--- config.mk ---
export PLATFORM = sky130hd
export DESIGN_NAME = fb_arbiter
export DESIGN_NICKNAME = d
export VERILOG_FILES = /design/src/rtl/fb_pkg.sv /design/src/rtl/fb_rr_arb2.sv /design/src/rtl/fb_arbiter.sv
export SDC_FILE = /design/constraint.sdc
export NUM_CORES = 1
export LEC_CHECK = 0
export CAP_MARGIN = 20
export CORE_MARGIN = 3
export CORE_UTILIZATION = 44
export DETAILED_ROUTE_END_ITERATION = 8
export GPL_TIMING_DRIVEN = 0
export MAX_ROUTING_LAYER = met4
export PLACE_DENSITY = 0.87
export REMOVE_ABC_BUFFERS = 1
export SLEW_MARGIN = 15
export SYNTH_ARGS = -nofsm -noshare
export SYNTH_HDL_FRONTEND = slang
export SYNTH_HIERARCHICAL = 1
export SYNTH_SLANG_ARGS = --single-unit
--- constraint.sdc ---
create_clock -name CLK100MHZ -period 5.4 [get_ports CLK100MHZ]
set_clock_uncertainty 0.1 [all_clocks]
set_input_delay 1.62 -clock CLK100MHZ [delete_from_list [all_inputs] [get_ports CLK100MHZ]]
set_output_delay 1.62 -clock CLK100MHZ [all_outputs]
set_load 0.005 [all_outputs]
--- src/rtl/fb_pkg.sv ---
// Shared framebuffer geometry, pixel type and requester identifiers for the
// framebuffer port arbiter.
package fb_pkg;

  localparam int FB_WIDTH  = 640;
  localparam int FB_HEIGHT = 480;
  localparam int FB_DEPTH  = FB_WIDTH * FB_HEIGHT;
  localparam int PIX_W     = 12;

  // RGB444 pixel: {R[11:8], G[7:4], B[3:0]}
  typedef logic [PIX_W-1:0] pixel_t;

  typedef enum logic [1:0] {
    REQ_NONE = 2'd0,
    REQ_VGA  = 2'd1,
    REQ_WR0  = 2'd2,
    REQ_WR1  = 2'd3
  } req_id_t;

  function automatic logic addr_in_fb(input logic [31:0] addr);
    return addr < 32'(FB_DEPTH);
  endfunction

endpackage

--- src/rtl/fb_rr_arb2.sv ---
// Two-writer round-robin selector with per-writer starvation counters; a
// starved writer is allowed to take the port even while VGA is requesting.
module fb_rr_arb2
  import fb_pkg::*;
#(
  parameter int STARVE_LIMIT = 15
) (
  input  logic       clk,
  input  logic       reset,
  input  logic [1:0] req,
  input  logic       vga_req,
  output logic [1:0] gnt
);

  localparam logic [7:0] LIMIT = 8'(STARVE_LIMIT);

  logic             rr_ptr_q, rr_ptr_d;
  logic [1:0][7:0]  wait_q, wait_d;
  logic [1:0]       starved;
  logic [1:0]       rr_pick;

  assign rr_pick = rr_ptr_q ? 2'b10 : 2'b01;

  always_comb begin
    for (int i = 0; i < 2; i++) begin
      starved[i] = req[i] && (wait_q[i] == LIMIT);
    end
  end

  always_comb begin
    gnt = 2'b00;
    if (!reset) begin
      if (starved == 2'b11)       gnt = rr_pick;
      else if (starved != 2'b00)  gnt = starved;
      else if (!vga_req) begin
        if (req == 2'b11)         gnt = rr_pick;
        else                      gnt = req;
      end
    end
  end

  // Counters saturate at the limit so a starved writer stays starved until served.
  always_comb begin
    rr_ptr_d = rr_ptr_q;
    if (gnt[0])      rr_ptr_d = 1'b1;
    else if (gnt[1]) rr_ptr_d = 1'b0;
    for (int i = 0; i < 2; i++) begin
      wait_d[i] = wait_q[i];
      if (!req[i] || gnt[i])      wait_d[i] = 8'd0;
      else if (wait_q[i] != LIMIT) wait_d[i] = wait_q[i] + 8'd1;
    end
  end

  always_ff @(posedge clk) begin
    if (reset) begin
      rr_ptr_q <= 1'b0;
      wait_q   <= '0;
    end else begin
      rr_ptr_q <= rr_ptr_d;
      wait_q   <= wait_d;
    end
  end

endmodule

--- src/rtl/fb_arbiter.sv ---
// Framebuffer single-port arbiter: VGA fetch versus two pixel writers.
// Define FB_ARB_STATS_EN to add grant/miss statistics counters.
module fb_arbiter
  import fb_pkg::*;
#(
  parameter int AW           = 19,
  parameter int DW           = 12,
  parameter int STARVE_LIMIT = 15
) (
  input  logic          CLK100MHZ,
  input  logic          reset,
  input  logic          vga_req,
  input  logic [AW-1:0] vga_addr,
  output logic          vga_gnt,
  output logic          vga_rvalid,
  output logic [DW-1:0] vga_rdata,
  output logic          vga_miss,
  input  logic          wr0_req,
  input  logic [AW-1:0] wr0_addr,
  input  logic [DW-1:0] wr0_data,
  output logic          wr0_gnt,
  input  logic          wr1_req,
  input  logic [AW-1:0] wr1_addr,
  input  logic [DW-1:0] wr1_data,
  output logic          wr1_gnt,
  output logic          wr_oob,
  output logic          mem_en,
  output logic          mem_we,
  output logic [AW-1:0] mem_addr,
  output logic [DW-1:0] mem_wdata,
  input  logic [DW-1:0] mem_rdata
`ifdef FB_ARB_STATS_EN
  ,
  output logic [31:0]   stat_vga_grants,
  output logic [31:0]   stat_wr_grants,
  output logic [31:0]   stat_vga_misses
`endif
);

  logic [1:0]    wr_gnt;
  req_id_t       sel_id;
  logic [AW-1:0] w_addr;
  logic [DW-1:0] w_data;
  logic          w_in_fb;

  logic          mem_en_q, mem_en_d;
  logic          mem_we_q, mem_we_d;
  logic [AW-1:0] mem_addr_q, mem_addr_d;
  logic [DW-1:0] mem_wdata_q, mem_wdata_d;
  logic          wr_oob_q, wr_oob_d;
  logic [1:0]    rd_pipe_q, rd_pipe_d;

  fb_rr_arb2 #(.STARVE_LIMIT(STARVE_LIMIT)) u_rr_arb2 (
    .clk     (CLK100MHZ),
    .reset   (reset),
    .req     ({wr1_req, wr0_req}),
    .vga_req (vga_req),
    .gnt     (wr_gnt)
  );

  assign vga_gnt  = !reset && vga_req && (wr_gnt == 2'b00);
  assign vga_miss = !reset && vga_req && !vga_gnt;
  assign wr0_gnt  = wr_gnt[0];
  assign wr1_gnt  = wr_gnt[1];

  assign w_addr  = wr_gnt[1] ? wr1_addr : wr0_addr;
  assign w_data  = wr_gnt[1] ? wr1_data : wr0_data;
  assign w_in_fb = addr_in_fb(32'(w_addr));

  always_comb begin
    sel_id = REQ_NONE;
    if (vga_gnt)        sel_id = REQ_VGA;
    else if (wr_gnt[0]) sel_id = REQ_WR0;
    else if (wr_gnt[1]) sel_id = REQ_WR1;
  end

  // Address/data hold their last value when idle; only mem_en/mem_we qualify them.
  always_comb begin
    mem_en_d    = 1'b0;
    mem_we_d    = 1'b0;
    mem_addr_d  = mem_addr_q;
    mem_wdata_d = mem_wdata_q;
    wr_oob_d    = 1'b0;
    rd_pipe_d   = {rd_pipe_q[0], vga_gnt};
    case (sel_id)
      REQ_VGA: begin
        mem_en_d   = 1'b1;
        mem_addr_d = vga_addr;
      end
      REQ_WR0, REQ_WR1: begin
        if (w_in_fb) begin
          mem_en_d    = 1'b1;
          mem_we_d    = 1'b1;
          mem_addr_d  = w_addr;
          mem_wdata_d = w_data;
        end else begin
          wr_oob_d = 1'b1;
        end
      end
      default: ;
    endcase
  end

  always_ff @(posedge CLK100MHZ) begin
    if (reset) begin
      mem_en_q    <= 1'b0;
      mem_we_q    <= 1'b0;
      mem_addr_q  <= '0;
      mem_wdata_q <= '0;
      wr_oob_q    <= 1'b0;
      rd_pipe_q   <= '0;
    end else begin
      mem_en_q    <= mem_en_d;
      mem_we_q    <= mem_we_d;
      mem_addr_q  <= mem_addr_d;
      mem_wdata_q <= mem_wdata_d;
      wr_oob_q    <= wr_oob_d;
      rd_pipe_q   <= rd_pipe_d;
    end
  end

  assign mem_en     = mem_en_q;
  assign mem_we     = mem_we_q;
  assign mem_addr   = mem_addr_q;
  assign mem_wdata  = mem_wdata_q;
  assign wr_oob     = wr_oob_q;
  assign vga_rvalid = rd_pipe_q[1];
  assign vga_rdata  = rd_pipe_q[1] ? mem_rdata : '0;

`ifdef FB_ARB_STATS_EN
  logic [31:0] stat_vga_grants_q, stat_vga_grants_d;
  logic [31:0] stat_wr_grants_q, stat_wr_grants_d;
  logic [31:0] stat_vga_misses_q, stat_vga_misses_d;

  always_comb begin
    stat_vga_grants_d = stat_vga_grants_q + {31'd0, vga_gnt};
    stat_wr_grants_d  = stat_wr_grants_q + {31'd0, (wr_gnt != 2'b00)};
    stat_vga_misses_d = stat_vga_misses_q + {31'd0, vga_miss};
  end

  always_ff @(posedge CLK100MHZ) begin
    if (reset) begin
      stat_vga_grants_q <= '0;
      stat_wr_grants_q  <= '0;
      stat_vga_misses_q <= '0;
    end else begin
      stat_vga_grants_q <= stat_vga_grants_d;
      stat_wr_grants_q  <= stat_wr_grants_d;
      stat_vga_misses_q <= stat_vga_misses_d;
    end
  end

  assign stat_vga_grants = stat_vga_grants_q;
  assign stat_wr_grants  = stat_wr_grants_q;
  assign stat_vga_misses = stat_vga_misses_q;
`endif

endmodule

# Word-level counts from Yosys, hierarchy flattened
# Index checks and enable logic that the tools add are counted.
dict set report classes {
  add_sub_neg 2
  multipliers 0
  div 0
  magnitude_cmp 1
  n_eq_ne 10
  n_shift 0
  muxes 19
  bitwise_logic 1
  n_reduce_logical 21
}
# cell count
set ops {}
lappend ops {{19-bit 2-to-1 mux} 2}
lappend ops {{19-bit one-hot mux with 2 select lines} 1}
lappend ops {{12-bit 2-to-1 mux} 2}
lappend ops {{19-bit less-than comparator (second input constant)} 1}
lappend ops {{2-bit 2-to-1 mux} 9}
lappend ops {{8-bit by 1-bit adder with 8-bit output (second input constant)} 2}
lappend ops {{8-bit by 4-bit == test with 1-bit output (second input constant)} 2}
lappend ops {{8-bit by 4-bit inequality test with 1-bit output (second input constant)} 2}
lappend ops {{2-bit == test (second input constant)} 4}
lappend ops {{2-bit OR reduction} 4}
lappend ops {{2-bit nonzero test} 3}
lappend ops {{1-bit logical AND} 5}
lappend ops {{1-bit logical NOT} 4}
lappend ops {{1-bit 2-to-1 mux} 4}
lappend ops {{2-bit AND reduction} 2}
lappend ops {{2-bit by 1-bit == test with 1-bit output (second input constant)} 1}
lappend ops {{2-bit logical NOT} 1}
lappend ops {{1-bit logical OR} 2}
lappend ops {{2-bit inequality test (second input constant)} 1}
lappend ops {{1-bit one-hot mux with 2 select lines} 1}
lappend ops {{1-bit inverter} 1}
dict set report word_totals {
  regBits 53
  latchBits 0
  ram_bits 0
  mem_bits_ro 0
  input_bits 98
  output_inout_bits 51
  elab_cells 63
  n_memories 0
}

# Depth between registers and ports, before layout
# Gate-level depths: netlist (run 1).
dict set report logic_depth {
  depth_word 13
  mapped_depth 13
}

# Cells and area by module
# Netlist (run 1), hierarchy kept.
# mod instances cells_per_inst area_each_um2
set by_module_without_submodules {}
lappend by_module_without_submodules {fb_arbiter 1 253 2110.8}
lappend by_module_without_submodules {fb_rr_arb2 1 99 887.1}

# Worst setup path after synthesis (run 1)
# Ideal clock, no wire load.
dict set report synth_path {
  path_kind {input -> output}
  start {input wr1_req}
  end {output vga_miss}
  arrival_time_ns 2.835
  slack_ns 0.845
  cell_stages 6
  path_cell_list {nand3_1 -> maj3_1 -> a221oi_1 -> buf_4 -> nor2_2 -> nor3b_1}
}
dict set report synth_between {
  elab_chain_len 10
  word_cells_on_any_way 13
  classes_between {eq/ne (2); mux (5); reduce/logical (6)}
}
# element line
set synth_lines {}
lappend synth_lines {{from (decl)} fb_arbiter.sv:22} ;# input logic wr1_req,
lappend synth_lines {{2-bit == test} fb_rr_arb2.sv:36} ;# if (req == 2'b11) gnt = rr_pick;
lappend synth_lines {{2-bit 2-to-1 mux} fb_rr_arb2.sv:36}
lappend synth_lines {{2-bit 2-to-1 mux} fb_rr_arb2.sv:35} ;# else if (!vga_req) begin
lappend synth_lines {{2-bit 2-to-1 mux} fb_rr_arb2.sv:34} ;# else if (starved != 2'b00) gnt = starved;
lappend synth_lines {{2-bit 2-to-1 mux *} fb_rr_arb2.sv:33} ;# if (starved == 2'b11) gnt = rr_pick;
lappend synth_lines {{2-bit 2-to-1 mux *} fb_rr_arb2.sv:32} ;# if (!reset) begin
lappend synth_lines {{named net wr1_gnt} fb_arbiter.sv:25} ;# output logic wr1_gnt,
lappend synth_lines {{2-bit logical NOT *} fb_arbiter.sv:61} ;# assign vga_gnt = !reset && vga_req && (wr_gnt == 2'b00);
lappend synth_lines {{1-bit logical AND *} fb_arbiter.sv:61}
lappend synth_lines {{1-bit logical NOT *} fb_arbiter.sv:62} ;# assign vga_miss = !reset && vga_req && !vga_gnt;
lappend synth_lines {{1-bit logical AND *} fb_arbiter.sv:62}
lappend synth_lines {{to (decl)} fb_arbiter.sv:17} ;# output logic vga_miss,
# Mark *: on every way through the listed nets, which the timed path passes. The rest lies on a longest branch.

# Worst setup path after layout (run 1)
dict set report layout_path {
  start {input wr1_req}
  end {output wr1_gnt}
}
dict set report layout_between {
  elab_chain_len 6
  word_cells_on_any_way 9
  classes_between {eq/ne (2); mux (5); reduce/logical (2)}
}
# element line
set layout_lines {}
lappend layout_lines {{2-bit == test} fb_rr_arb2.sv:36}
lappend layout_lines {{2-bit 2-to-1 mux} fb_rr_arb2.sv:36}
lappend layout_lines {{2-bit 2-to-1 mux} fb_rr_arb2.sv:35}
lappend layout_lines {{2-bit 2-to-1 mux} fb_rr_arb2.sv:34}
lappend layout_lines {{2-bit 2-to-1 mux *} fb_rr_arb2.sv:33}
lappend layout_lines {{2-bit 2-to-1 mux *} fb_rr_arb2.sv:32}
lappend layout_lines {{to (decl)} fb_arbiter.sv:25}
# Mark *: on every way between the ends. The rest lies on a longest branch, timed or not.

==> results of run 1 <==
## how the worst max path moves through the flow
stage               startpoint            end  slack (ps)  cells after the start
CTS                    wr1_req        vga_gnt          30                      9
detailed placement     vga_req       vga_miss        -760                      8
global route           wr1_req        vga_gnt          -4                      9
floorplan              wr1_req  mem_wdata[11]       -1810                      7
global placement         reset  mem_wdata[11]       -4950                      7
finish                 wr1_req        wr1_gnt         100                      7
## power groups by stage
stage               combinational, mW  clock, mW  sequential (mW)
finish                          0.244      0.245            0.426
global route                    0.263      0.264            0.429
CTS                             0.241      0.253            0.426
detailed placement              0.238          0            0.435
global placement                0.222          0            0.434
floorplan                      0.0796          0            0.436
## per-layer routing
metal	global-route usage	up-vias	wire length (µm)
met5	-	-	0
li1	-	1588	-
met1	0.2678	1497	3827
met4	0.1264	0	378
met2	0.4589	121	4965
met3	0.03724	26	438
## Yosys cell counts, types with 9 or more instances
cell type	number
dfxtp_1	53
nand2_1	29
a21oi_1	28
nor2_1	23
mux2i_1	20
o31ai_1	18
or4b_1	18
clkbuf_1	16
and2_1	12
o22a_1	12
o22ai_1	12
o21ai_1	11
buf_2	10
o21ai_0	9
## registers in the layout, summed over array words and instances, names as in the netlist
name,count
mem_wdata,12
wr_oob,1
rd_pipe_q,2
mem_we,1
u_rr_arb2/wait_q,16
mem_en,1
u_rr_arb2/rr_ptr_q,1
mem_addr,19
## per-stage QoR
step                      setup WS [ps]  power (mW)  hold WS, ps
after global placement            -4945      0.6562        322.7
after global routing             -3.802      0.9558        379.3
after floorplan                   -1815      0.5157        313.8
after detailed placement         -761.4      0.6729        351.7
final                             96.64      0.9155        365.4
after CTS                         29.04      0.9207        367.5
## final cells by class
cell class / count / area (µm²)
clock buffers: 5 / 68.82
clock inverters: 3 / 28.78
fillers: 493 / 1712
inverters: 5 / 18.77
multi-input cells: 264 / 1842
flip-flops and latches: 53 / 1061
well taps: 77 / 96.34
repair buffers: 159 / 1632
## kinds of logic after synthesis
logic type / count (synthesis) / synth area share
multiplexers: 20 / 0.06678
flip-flops: 53 / 0.3539
adder cells (fa/ha/maj): 3 / 0.01168
XOR/XNOR: 10 / 0.02921
buffers and inverters: 36 / 0.05676
AND/OR/NAND/NOR: 117 / 0.2329
AO/OA/AOI/OAI: 113 / 0.2487
## worst max-delay path, stage by stage
cell	delay, ps
clkdlybuf4s15_2	240
nand3_1	90
maj3_1	400
a221oi_4	330
buf_12	190
buf_4	190
clkdlybuf4s50_1	520
## layout by cell type (no fill, tap or decap), drive strengths merged, types with 7 or more instances in the layout
master,Yosys,routed
nor2,24,25
o21ai,21,21
o31ai,18,18
nand2,29,29
and2,12,12
mux2i,20,20
clkdlybuf4s50,0,144
o22a,12,12
clkbuf,16,7
a21oi,29,29
nor3,9,9
dfxtp,53,53
o22ai,12,12
or4b,18,18
inv,5,7
buf,15,11
## timing repair
action | in CTS | in global routing
cloned | 2 | 1
setup buffers | 4 | 1
setup endpoints to repair | 4 | 2
resized for setup | 7 | 5
pin swaps | 2 | 1
==> results.py, run 1 <==
metrics = {
    "run_status": {
        "status": "complete, no violations",
    },
    "yosys": {
        "yosysWarnings": 6,
        "synth_ff_type": "dfxtp_1",
        "syn_area_mm2": 0.002998,
        "synth_top_area_cell": "dfxtp_1",
        "async_flop_share": 0,
        "synth_top_area_frac": 0.3539,
        "netlist_instances": 352,
        "yosysSeqAreaShare": 0.3539,
        "syn_area_per_cell_um2": 8.517,
        "synth_cell_types": 55,
        "ys_ff_latch": 53,
        "synth-edff-count": 0,
        "synth_area_leaders": "dfxtp_1 (35%), mux2i_1 (6.7%), or4b_1 (6.0%)",
    },
    "worst_setup_path": {
        "worstRegToRegCells": 11,
        "rrSetupSlack_ps": 1670,
        "crit_path_end_kind": "output port",
        "worstSetupPathType": "in2out",
        "cp_max_fo": 12,
        "cp.arrival_ps": 3580,
        "critPathRequiredTime_ps": 3680,
        "timing.rr.start": "u_rr_arb2/wait_q[8]",
        "cp-start-kind": "primary input",
        "rr_endpoint": "mem_addr[1]",
    },
    "layout": {
        "antenna_cells": 0,
        "area_delta_synth_final_pct": 58.35,
        "fin_cells": 566,
        "utilization": 0.7350,
        "drive_above_1_share": 0.08180,
        "fin_nets": 588,
        "final_area_mm2": 0.004747,
    },
    "timing": {
        "setup_viol": 0,
        "fin_tns_setup_ps": 0,
        "hold_viol": 0,
        "worst_pin_slew_ps": 906.8,
        "drv_slew": 0,
        "finalCriticalPeriod_ps": 5303,
        "fmax_ghz": 0.1886,
        "min_period_over_period": 0.9821,
        "slew_headroom": 0.3955,
    },
    "pwr": {
        "clockPowerShare": 0.268,
        "p_switching_mw": 0.2523,
        "switching_share": 0.2756,
        "intPower_mw": 0.6632,
        "peakVddDrop_mv": 0.1314,
        "power_per_cell_area_mw_per_mm2": 192.8,
        "p_seq_frac": 0.466,
        "p_comb_frac": 0.266,
        "leakagePower_nw": 1.740,
    },
    "routing": {
        "firstDrtPassIters": 4,
        "ant_nets": 0,
        "wl_per_cell_um": 16.98,
        "wl_um": 9609,
        "dr_total_vias": 3232,
        "drt-initial-drc-count": 159,
        "drc": 0,
        "routed_via_density": 5.710,
    },
    "grt": {
        "grt_pass1_vias": 3298,
        "grt_pass1_wl_um": 15060,
        "antenna_found_initial": 0,
        "grt_max_degree": 43,
        "track_usage": 0.2540,
        "grt_overflow": 0,
    },
    "clock_tree": {
        "cts_made_buffers": 5,
        "h-tree-depth": 2,
        "ctsHoldBuffers": 0,
        "cts_buffer_depth": 2,
        "clkTransAtPathRegs_ps": 100,
        "clock-sinks": 53,
        "cts-root-buf": "clkbuf_8",
        "clkLatencyLatePin_ps": 310,
        "cts_tree": "done",
    },
    "die": {
        "pin_count": 149,
        "fp-row-count": 29,
        "dieArea_mm2": 0.007840,
        "coreArea_mm2": 0.006459,
        "die_x_um": 88.55,
        "die_height_um": 88.55,
        "start_util": 0.4642,
    },
    "placed_design": {
        "port-buffer-count": 148,
        "place_area_mm2": 0.004572,
        "dpl.cell_count": 551,
        "dp_hpwl_um": 7023,
        "globalplace.congestion": 0.8139,
    },
    "flow_run": {
        "cap_violations": 0,
    },
    "min_path": {
        "min_to": "rd_pipe_q[1]",
        "holdPathStages": 1,
        "hp-start": "rd_pipe_q[0]",
        "worstHoldPathType": "reg2reg",
    },
}
Note: power is estimated with default switching activity, not from simulation.
==> inputs of run 2 (changes only) <==
--- a/config.mk
+++ b/config.mk
@@ -5,7 +5,6 @@
 export SDC_FILE = /design/constraint.sdc
 export NUM_CORES = 1
 export LEC_CHECK = 0
-export CAP_MARGIN = 20
 export CORE_MARGIN = 3
 export CORE_UTILIZATION = 44
 export DETAILED_ROUTE_END_ITERATION = 8
==> results of run 2 <==
Same layout as run 1: the final DEF is identical, and so are final timing and power.
==> inputs of run 3 (changes only) <==
--- a/config.mk
+++ b/config.mk
@@ -5,12 +5,14 @@
 export SDC_FILE = /design/constraint.sdc
 export NUM_CORES = 1
 export LEC_CHECK = 0
+export CELL_PAD_IN_SITES_DETAIL_PLACEMENT = 1
+export CELL_PAD_IN_SITES_GLOBAL_PLACEMENT = 1
 export CORE_MARGIN = 3
-export CORE_UTILIZATION = 44
+export CORE_UTILIZATION = 31
 export DETAILED_ROUTE_END_ITERATION = 8
 export GPL_TIMING_DRIVEN = 0
 export MAX_ROUTING_LAYER = met4
-export PLACE_DENSITY = 0.87
+export PLACE_DENSITY_LB_ADDON = 0.1
 export REMOVE_ABC_BUFFERS = 1
 export SLEW_MARGIN = 15
 export SYNTH_ARGS = -nofsm -noshare
==> results.py, run 3 (synthesized netlist as in run 1, its figures left out) <==
metrics = {
    "die": {
        "die_x_um": 104.3,
        "die_height_um": 104.3,
        "coreArea_mm2": 0.009328,
        "pin_count": 149,
        "fp-row-count": 35,
        "dieArea_mm2": 0.01089,
        "start_util": 0.3214,
    },
    "worst_setup_path": {
        "worst-path-buf-inv": 4,
        "timing.rr.start": "u_rr_arb2/wait_q[8]",
        "worstRegToRegCells": 13,
        "cp_slowest_stage_delay_ps": 530,
        "crit_path_end_kind": "output port",
        "cp_max_fo": 23,
        "rrSetupSlack_ps": 1500,
        "path_delay_family": "buffers and inverters",
        "cp-start-kind": "primary input",
        "cp.arrival_ps": 3530,
        "slowest_stage": "clkdlybuf4s50_1",
        "crit_chain": "dlygate4sd2_1 > nand3_1 > maj3_1 > a221oi_4 > buf_4 > buf_8 > clkdlybuf4s50_1",
        "critPathRequiredTime_ps": 3680,
        "worstSetupPathType": "in2out",
        "rr_endpoint": "mem_addr[0]",
        "cp-startpoint": "wr1_req",
    },
    "run_status": {
        "status": "complete, no violations",
    },
    "clock_tree": {
        "h-tree-depth": 2,
        "cts_buffer_depth": 2,
        "clkLatencyLatePin_ps": 320,
        "clkTransAtPathRegs_ps": 110,
        "cts_made_buffers": 5,
        "clock-sinks": 53,
        "cts_tree": "done",
        "cts-root-buf": "clkbuf_8",
    },
    "grt": {
        "track_usage": 0.1899,
        "grt_max_degree": 42,
        "antenna_found_initial": 0,
        "grt_pass1_vias": 3245,
        "grt_pass1_wl_um": 16570,
        "grt_overflow": 0,
    },
    "min_path": {
        "hp-start": "rd_pipe_q[0]",
        "holdPathStages": 1,
        "worstHoldPathType": "reg2reg",
        "min_to": "rd_pipe_q[1]",
    },
    "pwr": {
        "power_mw": 0.9052,
        "peakVddDrop_mv": 0.1001,
        "leakagePower_nw": 1.764,
        "power_per_cell_area_mw_per_mm2": 187.2,
    },
    "routing": {
        "dr_total_vias": 3233,
        "routed_via_density": 5.231,
        "ant_nets": 0,
        "wl_per_cell_um": 16.55,
        "drc": 0,
        "firstDrtPassIters": 5,
        "wl_um": 10230,
        "drt-initial-drc-count": 45,
    },
    "layout": {
        "utilization": 0.5183,
        "fin_nets": 588,
        "drive_above_1_share": 0.07566,
        "mostFrequentLayoutCell": "clkdlybuf4s50_1",
        "mostFrequentLayoutCells": "clkdlybuf4s50_1 (143), dfxtp_1 (53), nand2_1 (29), a21oi_1 (28), nor2_1 (22)",
        "largest_reg_flops": 19,
        "area_delta_synth_final_pct": 61.27,
        "antenna_cells": 0,
    },
    "timing": {
        "fmax_ghz": 0.1905,
        "min_period_over_period": 0.9722,
        "worst_pin_slew_ps": 911.4,
        "finalCriticalPeriod_ps": 5250,
        "drv_slew": 0,
        "slew_headroom": 0.3924,
        "rsz0062_at_grt": "no",
        "setup_viol": 0,
        "hold_viol": 0,
    },
    "flow_run": {
        "cap_violations": 0,
    },
    "placed_design": {
        "dp_hpwl_um": 7606,
        "port-buffer-count": 148,
        "globalplace.congestion": 0.7595,
    },
}
[run 3: power by group]
| group | switching [mW] | internal (mW) |
|---|---|---|
| clock network | 0.142 | 0.0918 |
| registers | 0.0128 | 0.414 |
| logic | 0.0906 | 0.155 |
[run 3: worst max path at each step]
stage	end	slack, ps	depth (start not counted)
after CTS	vga_miss	0.07	9
after detailed placement	vga_gnt	-360	10
final	wr1_gnt	150	7
after floorplan	mem_wdata[11]	-1810	7
after global placement	mem_wdata[4]	-5520	7
after global routing	vga_gnt	50	9
[run 3: cell type report]
cell class                 instances  area, µm²
clock buffer                       6      72.57
clock inverter                     2      15.01
fill                            1096       4493
inverter                           5      18.77
multi-input combinational        263       1832
sequential                        53       1061
tap                              129      161.4
timing repair buffer             160       1674
[run 3: worst register-to-register path: cells and delay by family (launching register included)]
kind                       cells  cell delay [ps]
AOI/OAI and AO/OA              3              600
adders and majority gates      2              580
DFF                            1              400
buffers and inverters          4              670
and+or+nand+nor                4             1480
[run 3: routing by layer]
| metal | up-vias | routed length [µm] | track usage |
|---|---|---|---|
| met5 | - | 0 | - |
| li1 | 1576 | - | - |
| met4 | 0 | 121 | 0.03989 |
| met1 | 1550 | 4379 | 0.2145 |
| met2 | 99 | 5099 | 0.3423 |
| met3 | 8 | 628 | 0.04283 |
[run 3: repair_timing]
item	in CTS	in global routing
gates cloned	1	0
gates resized for setup	3	4
pin swaps	1	2
hold buffers	0	0
setup endpoints to repair	3	3
buffers inserted	2	2
[run 3: stage by stage]
stage / TNS, ps / area (µm²) / worst slack, ps / cells / hold WS [ps]
3_5_place_dp: -820.4 / 4681 / -364.2 / 605 / 364.9
3_3_place_gp: -187650 / 4489 / -5521 / 598 / 327.4
4_1_cts: 0 / 4818 / 0.07483 / 616 / 380.5
2_1_floorplan: -54220 / 2846 / -1815 / 321 / 313.8
6_report: 0 / 4835 / 150.1 / 618 / 374.0
5_1_grt: 0 / 4835 / 50.41 / 618 / 399.8
